--- config.mk ---
export PLATFORM = sky130hd
export DESIGN_NAME = dlx_seq_ctrl_flat
export DESIGN_NICKNAME = d
export VERILOG_FILES = /design/src/rtl/dlx_pkg.sv /design/src/rtl/dlx_seq_ctrl_if.sv /design/src/rtl/dlx_decode.sv /design/src/rtl/dlx_seq_ctrl.sv /design/src/flat_wrapper.sv
export SDC_FILE = /design/constraint.sdc
export NUM_CORES = 1
export LEC_CHECK = 0
export BUFFER_PORTS_ARGS = -buffer_cell sky130_fd_sc_hd__buf_2
export CORE_AREA = 3 3 78 80
export CTS_CLUSTER_SIZE = 25
export DETAILED_ROUTE_END_ITERATION = 7
export DIE_AREA = 0 0 81 83
export GPL_ROUTABILITY_DRIVEN = 0
export PLACE_DENSITY_LB_ADDON = 0.15
export SYNTH_ARGS = -nofsm -noshare
export SYNTH_HDL_FRONTEND = slang
export SYNTH_SLANG_ARGS = --single-unit
--- constraint.sdc ---
create_clock -name clk -period 1.9 [get_ports clk]
set_input_delay 0.095 -clock clk [delete_from_list [all_inputs] [get_ports clk]]
set_output_delay 0.095 -clock clk [all_outputs]
set_load 0.01 [all_outputs]
--- src/rtl/dlx_pkg.sv ---
`default_nettype none
// +-----------------------------------------------------------------------------+
// | dlx_pkg : shared types and encodings for the DLX sequencer                  |
// | Rev 1.0 : initial release                                                   |
// +-----------------------------------------------------------------------------+
package dlx_pkg;

  typedef enum logic [3:0] {
    ALU_NOP  = 4'd0,  ALU_ADD  = 4'd1,  ALU_SUB  = 4'd2,  ALU_AND  = 4'd3,
    ALU_OR   = 4'd4,  ALU_XOR  = 4'd5,  ALU_SLL  = 4'd6,  ALU_SRL  = 4'd7,
    ALU_BEQZ = 4'd8,  ALU_BNEZ = 4'd9,  ALU_SEQ  = 4'd10, ALU_SLE  = 4'd11,
    ALU_SLT  = 4'd12, ALU_SNE  = 4'd13, ALU_SRA  = 4'd14, ALU_PC4  = 4'd15
  } alu_op_e;

  localparam logic [5:0] OPC_RTYPE = 6'h00;
  localparam logic [5:0] OPC_J     = 6'h02;
  localparam logic [5:0] OPC_BEQZ  = 6'h04;
  localparam logic [5:0] OPC_BNEZ  = 6'h05;
  localparam logic [5:0] OPC_ADDI  = 6'h08;
  localparam logic [5:0] OPC_SUBI  = 6'h0A;
  localparam logic [5:0] OPC_ANDI  = 6'h0C;
  localparam logic [5:0] OPC_ORI   = 6'h0D;
  localparam logic [5:0] OPC_XORI  = 6'h0E;
  localparam logic [5:0] OPC_LHI   = 6'h0F;
  localparam logic [5:0] OPC_LW    = 6'h23;
  localparam logic [5:0] OPC_SW    = 6'h2B;

  localparam logic [5:0] FN_SLL = 6'h04;
  localparam logic [5:0] FN_SRL = 6'h06;
  localparam logic [5:0] FN_SRA = 6'h07;
  localparam logic [5:0] FN_ADD = 6'h20;
  localparam logic [5:0] FN_SUB = 6'h22;
  localparam logic [5:0] FN_AND = 6'h24;
  localparam logic [5:0] FN_OR  = 6'h25;
  localparam logic [5:0] FN_XOR = 6'h26;
  localparam logic [5:0] FN_SEQ = 6'h28;
  localparam logic [5:0] FN_SNE = 6'h29;
  localparam logic [5:0] FN_SLT = 6'h2A;
  localparam logic [5:0] FN_SLE = 6'h2C;

  typedef enum logic [3:0] {
    ST_IDLE   = 4'd0,
    ST_DECODE = 4'd1,
    ST_PCINC  = 4'd2,
    ST_PCWR   = 4'd3,
    ST_EXEC   = 4'd4,
    ST_MEM    = 4'd5,
    ST_WB     = 4'd6,
    ST_BRADD  = 4'd7,
    ST_BRWR   = 4'd8
  } seq_state_e;

  typedef enum logic [2:0] {
    CL_ALU     = 3'd0,
    CL_LOAD    = 3'd1,
    CL_STORE   = 3'd2,
    CL_BRANCH  = 3'd3,
    CL_JUMP    = 3'd4,
    CL_ILLEGAL = 3'd5
  } instr_class_e;

  typedef struct packed {
    instr_class_e cls;
    alu_op_e      op;
    logic         op2_imm;
    logic         imm_sext;
    logic [4:0]   rd;
  } dec_t;

endpackage
`default_nettype wire

--- src/rtl/dlx_seq_ctrl_if.sv ---
`default_nettype none
// +-----------------------------------------------------------------------------+
// | dlx_seq_ctrl_if : instruction, ALU, PC, register-file and memory controls   |
// | Rev 1.0 : initial release                                                   |
// +-----------------------------------------------------------------------------+
interface dlx_seq_ctrl_if;
  logic        instr_valid;
  logic        instr_ready;
  logic [31:0] instr;
  logic [4:0]  rs1_addr;
  logic [4:0]  rs2_addr;
  logic [4:0]  rd_addr;
  logic        rf_we;
  logic        wb_sel;
  logic        alu_ex;
  logic [3:0]  alu_op;
  logic        op1_sel;
  logic [1:0]  op2_sel;
  logic        imm_sext;
  logic        pc_we;
  logic        mem_rd;
  logic        mem_wr;
  logic        mem_ack;
  logic        err;
  logic [31:0] retired;

  modport master (
    input  instr_valid, instr, mem_ack,
    output instr_ready, rs1_addr, rs2_addr, rd_addr, rf_we, wb_sel, alu_ex,
           alu_op, op1_sel, op2_sel, imm_sext, pc_we, mem_rd, mem_wr, err, retired
  );

  modport slave (
    output instr_valid, instr, mem_ack,
    input  instr_ready, rs1_addr, rs2_addr, rd_addr, rf_we, wb_sel, alu_ex,
           alu_op, op1_sel, op2_sel, imm_sext, pc_we, mem_rd, mem_wr, err, retired
  );
endinterface
`default_nettype wire

--- src/rtl/dlx_decode.sv ---
`default_nettype none
// +-----------------------------------------------------------------------------+
// | dlx_decode : combinational DLX instruction classifier and ALU-op mapper     |
// | Rev 1.0 : initial release                                                   |
// +-----------------------------------------------------------------------------+
module dlx_decode
  import dlx_pkg::*;
#(
  parameter int IMM_W = 16
) (
  input  logic [31:0] instr,
  output dec_t        dec
);

  logic [5:0] opcode;
  logic [5:0] func;
  logic [4:0] rd_r;
  logic [4:0] rd_i;
  logic       unused_fields;

  assign opcode = instr[31:26];
  assign func   = instr[5:0];
  assign rd_r   = instr[15:11];
  // I-type destination sits directly above the immediate field
  assign rd_i   = instr[IMM_W +: 5];
  assign unused_fields = ^{instr[25:21], instr[10:6]};

  always_comb begin
    dec.cls      = CL_ILLEGAL;
    dec.op       = ALU_NOP;
    dec.op2_imm  = 1'b0;
    dec.imm_sext = 1'b1;
    dec.rd       = 5'd0;
    case (opcode)
      OPC_RTYPE: begin
        dec.cls = CL_ALU;
        dec.rd  = rd_r;
        case (func)
          FN_ADD:  dec.op = ALU_ADD;
          FN_SUB:  dec.op = ALU_SUB;
          FN_AND:  dec.op = ALU_AND;
          FN_OR:   dec.op = ALU_OR;
          FN_XOR:  dec.op = ALU_XOR;
          FN_SLL:  dec.op = ALU_SLL;
          FN_SRL:  dec.op = ALU_SRL;
          FN_SRA:  dec.op = ALU_SRA;
          FN_SEQ:  dec.op = ALU_SEQ;
          FN_SNE:  dec.op = ALU_SNE;
          FN_SLT:  dec.op = ALU_SLT;
          FN_SLE:  dec.op = ALU_SLE;
          default: begin
            dec.cls = CL_ILLEGAL;
            dec.rd  = 5'd0;
          end
        endcase
      end
      OPC_ADDI: begin dec.cls = CL_ALU; dec.op2_imm = 1'b1; dec.rd = rd_i; dec.op = ALU_ADD; end
      OPC_SUBI: begin dec.cls = CL_ALU; dec.op2_imm = 1'b1; dec.rd = rd_i; dec.op = ALU_SUB; end
      OPC_ANDI: begin
        dec.cls = CL_ALU; dec.op2_imm = 1'b1; dec.rd = rd_i; dec.op = ALU_AND; dec.imm_sext = 1'b0;
      end
      OPC_ORI: begin
        dec.cls = CL_ALU; dec.op2_imm = 1'b1; dec.rd = rd_i; dec.op = ALU_OR; dec.imm_sext = 1'b0;
      end
      OPC_XORI: begin
        dec.cls = CL_ALU; dec.op2_imm = 1'b1; dec.rd = rd_i; dec.op = ALU_XOR; dec.imm_sext = 1'b0;
      end
      OPC_LHI: begin
        dec.cls = CL_ALU; dec.op2_imm = 1'b1; dec.rd = rd_i; dec.op = ALU_NOP; dec.imm_sext = 1'b0;
      end
      OPC_LW:   begin dec.cls = CL_LOAD;   dec.op2_imm = 1'b1; dec.rd = rd_i; dec.op = ALU_ADD; end
      OPC_SW:   begin dec.cls = CL_STORE;  dec.op2_imm = 1'b1; dec.op = ALU_ADD; end
      OPC_BEQZ: begin dec.cls = CL_BRANCH; dec.op2_imm = 1'b1; dec.op = ALU_BEQZ; end
      OPC_BNEZ: begin dec.cls = CL_BRANCH; dec.op2_imm = 1'b1; dec.op = ALU_BNEZ; end
      OPC_J:    begin dec.cls = CL_JUMP;   dec.op2_imm = 1'b1; end
      default:  dec.cls = CL_ILLEGAL;
    endcase
  end

endmodule
`default_nettype wire

--- src/rtl/dlx_seq_ctrl.sv ---
`default_nettype none
// +-----------------------------------------------------------------------------+
// | dlx_seq_ctrl : multi-cycle DLX instruction sequencer (ALU/PC/RF/memory)     |
// | Optional retired-instruction counter: define DLX_PERF_CNT_EN                |
// | Rev 1.0 : initial release                                                   |
// +-----------------------------------------------------------------------------+
module dlx_seq_ctrl
  import dlx_pkg::*;
#(
  parameter int IMM_W  = 16,
  parameter int MEM_TO = 255
) (
  input  logic             clk,
  input  logic             rst,
  dlx_seq_ctrl_if.master   bus
);

  localparam int                CNT_W    = $clog2(MEM_TO + 1);
  localparam logic [CNT_W-1:0]  MEM_LAST = CNT_W'(MEM_TO - 1);

  seq_state_e       state_q, state_d;
  logic [31:0]      instr_q, instr_d;
  logic [CNT_W-1:0] mem_cnt_q, mem_cnt_d;
  dec_t             dec;

  logic       instr_ready;
  logic [4:0] rs1_addr, rs2_addr, rd_addr;
  logic       rf_we, wb_sel, alu_ex, op1_sel, imm_sext, pc_we, mem_rd, mem_wr, err;
  logic [3:0] alu_op;
  logic [1:0] op2_sel;
  logic       retire;

  dlx_decode #(.IMM_W(IMM_W)) u_decode (
    .instr (instr_q),
    .dec   (dec)
  );

  always_comb begin
    state_d     = state_q;
    instr_d     = instr_q;
    mem_cnt_d   = '0;
    instr_ready = 1'b0;
    rs1_addr    = 5'd0;
    rs2_addr    = 5'd0;
    rd_addr     = 5'd0;
    rf_we       = 1'b0;
    wb_sel      = 1'b0;
    alu_ex      = 1'b0;
    alu_op      = ALU_NOP;
    op1_sel     = 1'b0;
    op2_sel     = 2'd0;
    imm_sext    = 1'b0;
    pc_we       = 1'b0;
    mem_rd      = 1'b0;
    mem_wr      = 1'b0;
    err         = 1'b0;
    retire      = 1'b0;

    if (state_q != ST_IDLE) begin
      rs1_addr = instr_q[25:21];
      rs2_addr = instr_q[20:16];
    end

    case (state_q)
      ST_IDLE: begin
        // reset holds the FSM in IDLE, but no instruction may be taken then
        instr_ready = !rst;
        if (bus.instr_valid && !rst) begin
          instr_d = bus.instr;
          state_d = ST_DECODE;
        end
      end
      ST_DECODE: begin
        if (dec.cls == CL_ILLEGAL) begin
          err     = 1'b1;
          state_d = ST_IDLE;
        end else begin
          state_d = ST_PCINC;
        end
      end
      ST_PCINC: begin
        alu_ex  = 1'b1;
        alu_op  = ALU_PC4;
        op1_sel = 1'b1;
        state_d = ST_PCWR;
      end
      ST_PCWR: begin
        pc_we   = 1'b1;
        state_d = (dec.cls == CL_JUMP) ? ST_BRADD : ST_EXEC;
      end
      ST_EXEC: begin
        alu_ex   = 1'b1;
        alu_op   = dec.op;
        op2_sel  = {1'b0, dec.op2_imm};
        imm_sext = dec.imm_sext;
        case (dec.cls)
          CL_ALU:             state_d = ST_WB;
          CL_LOAD, CL_STORE:  state_d = ST_MEM;
          CL_BRANCH:          state_d = ST_BRADD;
          default:            state_d = ST_IDLE;
        endcase
      end
      ST_MEM: begin
        mem_rd    = (dec.cls == CL_LOAD);
        mem_wr    = (dec.cls == CL_STORE);
        mem_cnt_d = mem_cnt_q + CNT_W'(1);
        // an ack on the final permitted cycle still completes the access
        if (bus.mem_ack) begin
          if (dec.cls == CL_LOAD) begin
            state_d = ST_WB;
          end else begin
            retire  = 1'b1;
            state_d = ST_IDLE;
          end
        end else if (mem_cnt_q == MEM_LAST) begin
          err     = 1'b1;
          state_d = ST_IDLE;
        end
      end
      ST_WB: begin
        rd_addr = dec.rd;
        rf_we   = (dec.rd != 5'd0);
        wb_sel  = (dec.cls == CL_LOAD);
        retire  = 1'b1;
        state_d = ST_IDLE;
      end
      ST_BRADD: begin
        alu_ex   = 1'b1;
        alu_op   = ALU_ADD;
        op1_sel  = 1'b1;
        op2_sel  = (dec.cls == CL_JUMP) ? 2'd1 : 2'd2;
        imm_sext = dec.imm_sext;
        state_d  = ST_BRWR;
      end
      ST_BRWR: begin
        pc_we   = 1'b1;
        retire  = 1'b1;
        state_d = ST_IDLE;
      end
      default: state_d = ST_IDLE;
    endcase
  end

  always_ff @(posedge clk or posedge rst) begin
    if (rst) begin
      state_q   <= ST_IDLE;
      instr_q   <= '0;
      mem_cnt_q <= '0;
    end else begin
      state_q   <= state_d;
      instr_q   <= instr_d;
      mem_cnt_q <= mem_cnt_d;
    end
  end

`ifdef DLX_PERF_CNT_EN
  logic [31:0] retired_q, retired_d;

  always_comb begin
    retired_d = retired_q + (retire ? 32'd1 : 32'd0);
  end

  always_ff @(posedge clk or posedge rst) begin
    if (rst) begin
      retired_q <= '0;
    end else begin
      retired_q <= retired_d;
    end
  end

  assign bus.retired = retired_q;
`else
  logic unused_retire;
  assign unused_retire = retire;
  assign bus.retired   = '0;
`endif

  assign bus.instr_ready = instr_ready;
  assign bus.rs1_addr    = rs1_addr;
  assign bus.rs2_addr    = rs2_addr;
  assign bus.rd_addr     = rd_addr;
  assign bus.rf_we       = rf_we;
  assign bus.wb_sel      = wb_sel;
  assign bus.alu_ex      = alu_ex;
  assign bus.alu_op      = alu_op;
  assign bus.op1_sel     = op1_sel;
  assign bus.op2_sel     = op2_sel;
  assign bus.imm_sext    = imm_sext;
  assign bus.pc_we       = pc_we;
  assign bus.mem_rd      = mem_rd;
  assign bus.mem_wr      = mem_wr;
  assign bus.err         = err;

endmodule
`default_nettype wire
--- src/flat_wrapper.sv ---
// flat-port wrapper written by rule: the top's interface ports become plain ports
module dlx_seq_ctrl_flat import dlx_pkg::*;
#(
  parameter int IMM_W  = 16,
  parameter int MEM_TO = 255
)
  (clk, rst, bus_instr_valid, bus_instr, bus_mem_ack, bus_instr_ready, bus_rs1_addr, bus_rs2_addr, bus_rd_addr, bus_rf_we, bus_wb_sel, bus_alu_ex, bus_alu_op, bus_op1_sel, bus_op2_sel, bus_imm_sext, bus_pc_we, bus_mem_rd, bus_mem_wr, bus_err, bus_retired);
  dlx_seq_ctrl_if bus_i ();
  input  logic clk;
  input  logic rst;
  input wire logic [$bits(bus_i.instr_valid)-1:0] bus_instr_valid;
  input wire logic [$bits(bus_i.instr)-1:0] bus_instr;
  input wire logic [$bits(bus_i.mem_ack)-1:0] bus_mem_ack;
  output wire logic [$bits(bus_i.instr_ready)-1:0] bus_instr_ready;
  output wire logic [$bits(bus_i.rs1_addr)-1:0] bus_rs1_addr;
  output wire logic [$bits(bus_i.rs2_addr)-1:0] bus_rs2_addr;
  output wire logic [$bits(bus_i.rd_addr)-1:0] bus_rd_addr;
  output wire logic [$bits(bus_i.rf_we)-1:0] bus_rf_we;
  output wire logic [$bits(bus_i.wb_sel)-1:0] bus_wb_sel;
  output wire logic [$bits(bus_i.alu_ex)-1:0] bus_alu_ex;
  output wire logic [$bits(bus_i.alu_op)-1:0] bus_alu_op;
  output wire logic [$bits(bus_i.op1_sel)-1:0] bus_op1_sel;
  output wire logic [$bits(bus_i.op2_sel)-1:0] bus_op2_sel;
  output wire logic [$bits(bus_i.imm_sext)-1:0] bus_imm_sext;
  output wire logic [$bits(bus_i.pc_we)-1:0] bus_pc_we;
  output wire logic [$bits(bus_i.mem_rd)-1:0] bus_mem_rd;
  output wire logic [$bits(bus_i.mem_wr)-1:0] bus_mem_wr;
  output wire logic [$bits(bus_i.err)-1:0] bus_err;
  output wire logic [$bits(bus_i.retired)-1:0] bus_retired;
  assign bus_i.instr_valid = bus_instr_valid;
  assign bus_i.instr = bus_instr;
  assign bus_i.mem_ack = bus_mem_ack;
  assign bus_instr_ready = bus_i.instr_ready;
  assign bus_rs1_addr = bus_i.rs1_addr;
  assign bus_rs2_addr = bus_i.rs2_addr;
  assign bus_rd_addr = bus_i.rd_addr;
  assign bus_rf_we = bus_i.rf_we;
  assign bus_wb_sel = bus_i.wb_sel;
  assign bus_alu_ex = bus_i.alu_ex;
  assign bus_alu_op = bus_i.alu_op;
  assign bus_op1_sel = bus_i.op1_sel;
  assign bus_op2_sel = bus_i.op2_sel;
  assign bus_imm_sext = bus_i.imm_sext;
  assign bus_pc_we = bus_i.pc_we;
  assign bus_mem_rd = bus_i.mem_rd;
  assign bus_mem_wr = bus_i.mem_wr;
  assign bus_err = bus_i.err;
  assign bus_retired = bus_i.retired;
  dlx_seq_ctrl #(.IMM_W(IMM_W), .MEM_TO(MEM_TO)) u_core (.clk(clk), .rst(rst), .bus(bus_i));
endmodule
==> results.json <==
{
  "status": "finished with violations",
  "failing_checks": "setup timing",
  "critPathMaxFanout": 3,
  "unrepaired_setup_endpoints_after_global_routing": "true",
  "drc": 0,
  "placement_rows": 27,
  "drtAntennaViolNets": 0,
  "worst_setup_hold_path_clk_slew_ns": 0.08,
  "tritoncts": "yes",
  "cts-root-to-sink-buffers": 2,
  "critical_path_arrival_ns": 1.99,
  "worst_clock_skew_ns": 0.00515,
  "cp_slowest_stage_delay_ns": 0.44,
  "placed_area_um2": 3070,
  "grt_first_pass_wirelength_um": 10200,
  "worstPathRequired_ns": 1.80,
  "final_hold_viol_count": 0,
  "grt_start_max_net_pins": 40,
  "post_synth_fa_ha_maj_area_fraction_pct": 0.924,
  "post_synth.cell_area_avg_um2": 9.25,
  "floorplan.die_area_um2": 6720,
  "timing.final.crit_share_pct": 110,
  "die_height_um": 83,
  "timing.critical_path.max_delay_family": "simple AND/OR/NAND/NOR gates",
  "synth_async_sr_flop_share_pct": 100,
  "multiplexer_fraction_of_the_synthesized_cell_area_pct": 11.6,
  "synthToLayoutAreaGrowth_pct": 30.9,
  "clockRootBuffer": "sky130_fd_sc_hd__clkbuf_8",
  "max_freq_mhz": 480,
  "synth_xor_xnor_area_share_pct": 2.59,
  "final_layout_size_suffix_gt1_share_pct": 43.9,
  "synth_compound_area_share_pct": 13.1,
  "report.final.setup_viol": 11,
  "via_count": 2360,
  "final_nets": 420,
  "critical_path.reg2reg.startpoint": "u_core.state_q[1]",
  "via_per_inst": 5.19,
  "power_per_cell_area_nw_per_um2": 1440,
  "min-delay-start": "bus_instr[17]",
  "via_count_of_the_first_global_routing_pass": 2169,
  "worstPathCellList": "inv_1 > ha_1 > nand3_2 > or4_4 > a2111oi_4 > buf_2",
  "end_kind": "primary output",
  "netlist_instances": 293,
  "finish.instance_area_um2": 3550,
  "synth_seq_cells": 39,
  "port_buffers": 61,
  "worst_hold_path.num_cells": 2,
  "cts_made_buffers": 5,
  "static-leakage-power_uw": 0.00166,
  "hp-class": "in2reg",
  "track_usage_pct": 18.8,
  "postRouteWirelength_um": 6330,
  "synth_top_flop_cell": "sky130_fd_sc_hd__dfrtp_1",
  "antenna-diode-count": 0,
  "maxCapViolations": 0,
  "synth.yosys.seq_area_share_pct": 36.0,
  "slowest_stage": "sky130_fd_sc_hd__or4_4",
  "n_fill_cell": 463,
  "detailedPlace.worstSlack_ns": 0.0190,
  "timing.critical_path.buf_inv": 2,
  "rr_worst_depth": 5,
  "worstReg2RegEnd": "u_core.instr_q[26]",
  "die_x_um": 81,
  "h-tree-depth": 2,
  "dr.first_iter.drc_count": 76,
  "mappedNetlistArea_um2": 2710,
  "initial_standard_cell_utilization_of_the_core_pct": 49.5,
  "initial_antenna_violation_count": 0,
  "rrSetupSlack_ns": 0.16,
  "setup.worst_path.start_class": "register",
  "design.core.area_um2": 5470,
  "timing.hold.worst_endpoint": "u_core.instr_q[17]",
  "fin_ws_ns": -0.185,
  "finalSetupTns_ns": -1.02,
  "post_synth_and_or_nand_nor_area_fraction_pct": 21.8,
  "synth.yosys.warnings": 0,
  "grt_overflow_total": 0,
  "drv_slew": 0,
  "wire_per_inst_um": 13.9,
  "worst-setup-path-type": "reg2out",
  "final.min_clock_period_ns": 2.08,
  "yosysUniqueCellTypes": 55,
  "count_of_flip_flops_with_a_built_in_enable_after_synthesis": 0,
  "main_combinational_cell_family_by_area_after_synthesis": "simple AND/OR/NAND/NOR gates",
  "place.detailed.hpwl_um": 4470,
  "clock_insertion_delay_worst_skew_ns": 0.28,
  "peakVddDrop_mv": 0.875,
  "detailedRoute.firstPassIterationCount": 4,
  "clock_sinks": 39,
  "fin_hold_ws_ns": 0.0196,
  "num_io_pins": 99
}
[flip-flops by register name, indices dropped and copies added (netlist names)]
name	count
u_core.state_q	4
u_core.mem_cnt_q	8
u_core.instr_q	27
[layout by cell type, fill, tap and decap left out, drive strengths merged, types with 3 or more instances in the layout]
cell type	n
nand3	10
xor2	6
nor4	5
mux2	27
nor2	25
and2	3
a22o	7
and3	4
nand2	11
conb	32
buf	99
nand2b	6
or3	4
a21oi	9
o211ai	4
o21ai	13
dfrtp	39
nor2b	18
inv	8
a31oi	4
nor3	9
clkbuf	5
[metrics by stage]
step | cells | util, % | power, uW
final | 455 | 64.8 | 5100
after global routing | 455 | 64.8 | 5480
after CTS | 449 | 62.4 | 4920
after detailed placement | 432 | 56.2 | 3830
after global placement | 432 | 56.2 | 3790
after floorplan | 324 | - | 3110
[where the power goes]
group | switching, uW | internal, uW | total [uW]
logic | 1400 | 1460 | 2860
registers | 384 | 1170 | 1550
clock network | 295 | 391 | 686
[metal layers]
metal | global-route usage [%] | routed length (um)
met1 | 26.8 | 2810
met2 | 28.6 | 2950
met3 | 4.45 | 501
met4 | 4.76 | 72
met5 | 0 | 0
[cell families after synthesis]
logic type                 after synthesis
other                                    1
adders and majority gates                2
and+or+nand+nor                        106
xor gates and xnor gates                 8
buffers and inverters                   58
AOI/OAI and AO/OA                       51
muxes                                   28
DFF                                     39
[cell usage after synthesis (all sizes together), types with 2 or more instances]
cell type  number  area (um2)
nor4            5        43.8
ha              2        25.0
a31oi           4        25.0
a21oi           9        45.0
buf            44         322
a22o            7        61.3
nor2           25        93.8
nand3          10        50.1
or3             4        25.0
xnor2           2        17.5
nand2          11        43.8
inv             9        33.8
xor2            6        52.6
nand3b          2        15.0
and2            3        18.8
a2111oi         2        23.8
nor4b           2        17.5
and3            4        30.0
nor2b          18         113
o21ai          13        65.1
o211ai          4        30.0
mux2           27         304
nor3            9        50.1
dfrtp          39         976
clkbuf          5        18.8
nand2b          6        37.5
a211oi          2        15.0
nor3b           2        15.0
[how the worst max path moves through the flow]
stage / from / end / slack, ns / cells past startpoint
2_1_floorplan: u_core.instr_q[2] / bus_err / 0.22 / 6
3_3_place_gp: u_core.instr_q[2] / bus_err / 0.04 / 6
3_5_place_dp: u_core.instr_q[2] / bus_err / 0.02 / 6
4_1_cts: u_core.instr_q[27] / bus_err / -0.21 / 6
5_1_grt: u_core.mem_cnt_q[0] / bus_err / -0.29 / 6
6_report: u_core.mem_cnt_q[0] / bus_err / -0.18 / 6
[final cells by class]
class                           instances  area (um2)  share of cell area [%]
Tap cell                               72        90.1                    2.54
Timing Repair Buffer                  100         632                    17.8
Multi-Input combinational cell        227        1690                    47.6
Sequential cell                        39         986                    27.8
Inverter                                9        37.5                    1.06
Clock inverter                          3        43.8                    1.23
Clock buffer                            5        68.8                    1.94
[repair_timing]
action | in CTS | in global routing
buffers inserted | 8 | 6
hold buffers | 1 | 0
setup endpoints to repair | 14 | 19
endpoints found under the hold margin | 39 | 0
cloned | 0 | 0
gates resized for setup | 33 | 22
pin swaps | 16 | 6
[worst register-to-register path: cells and delay by family (launching register included)]
family / cells / cell delay (ns)
buffers and inverters: 2 / 0.35
DFF: 1 / 0.46
and+or+nand+nor: 2 / 0.49
muxes: 1 / 0.32
Power figures use the tool's default switching activity.
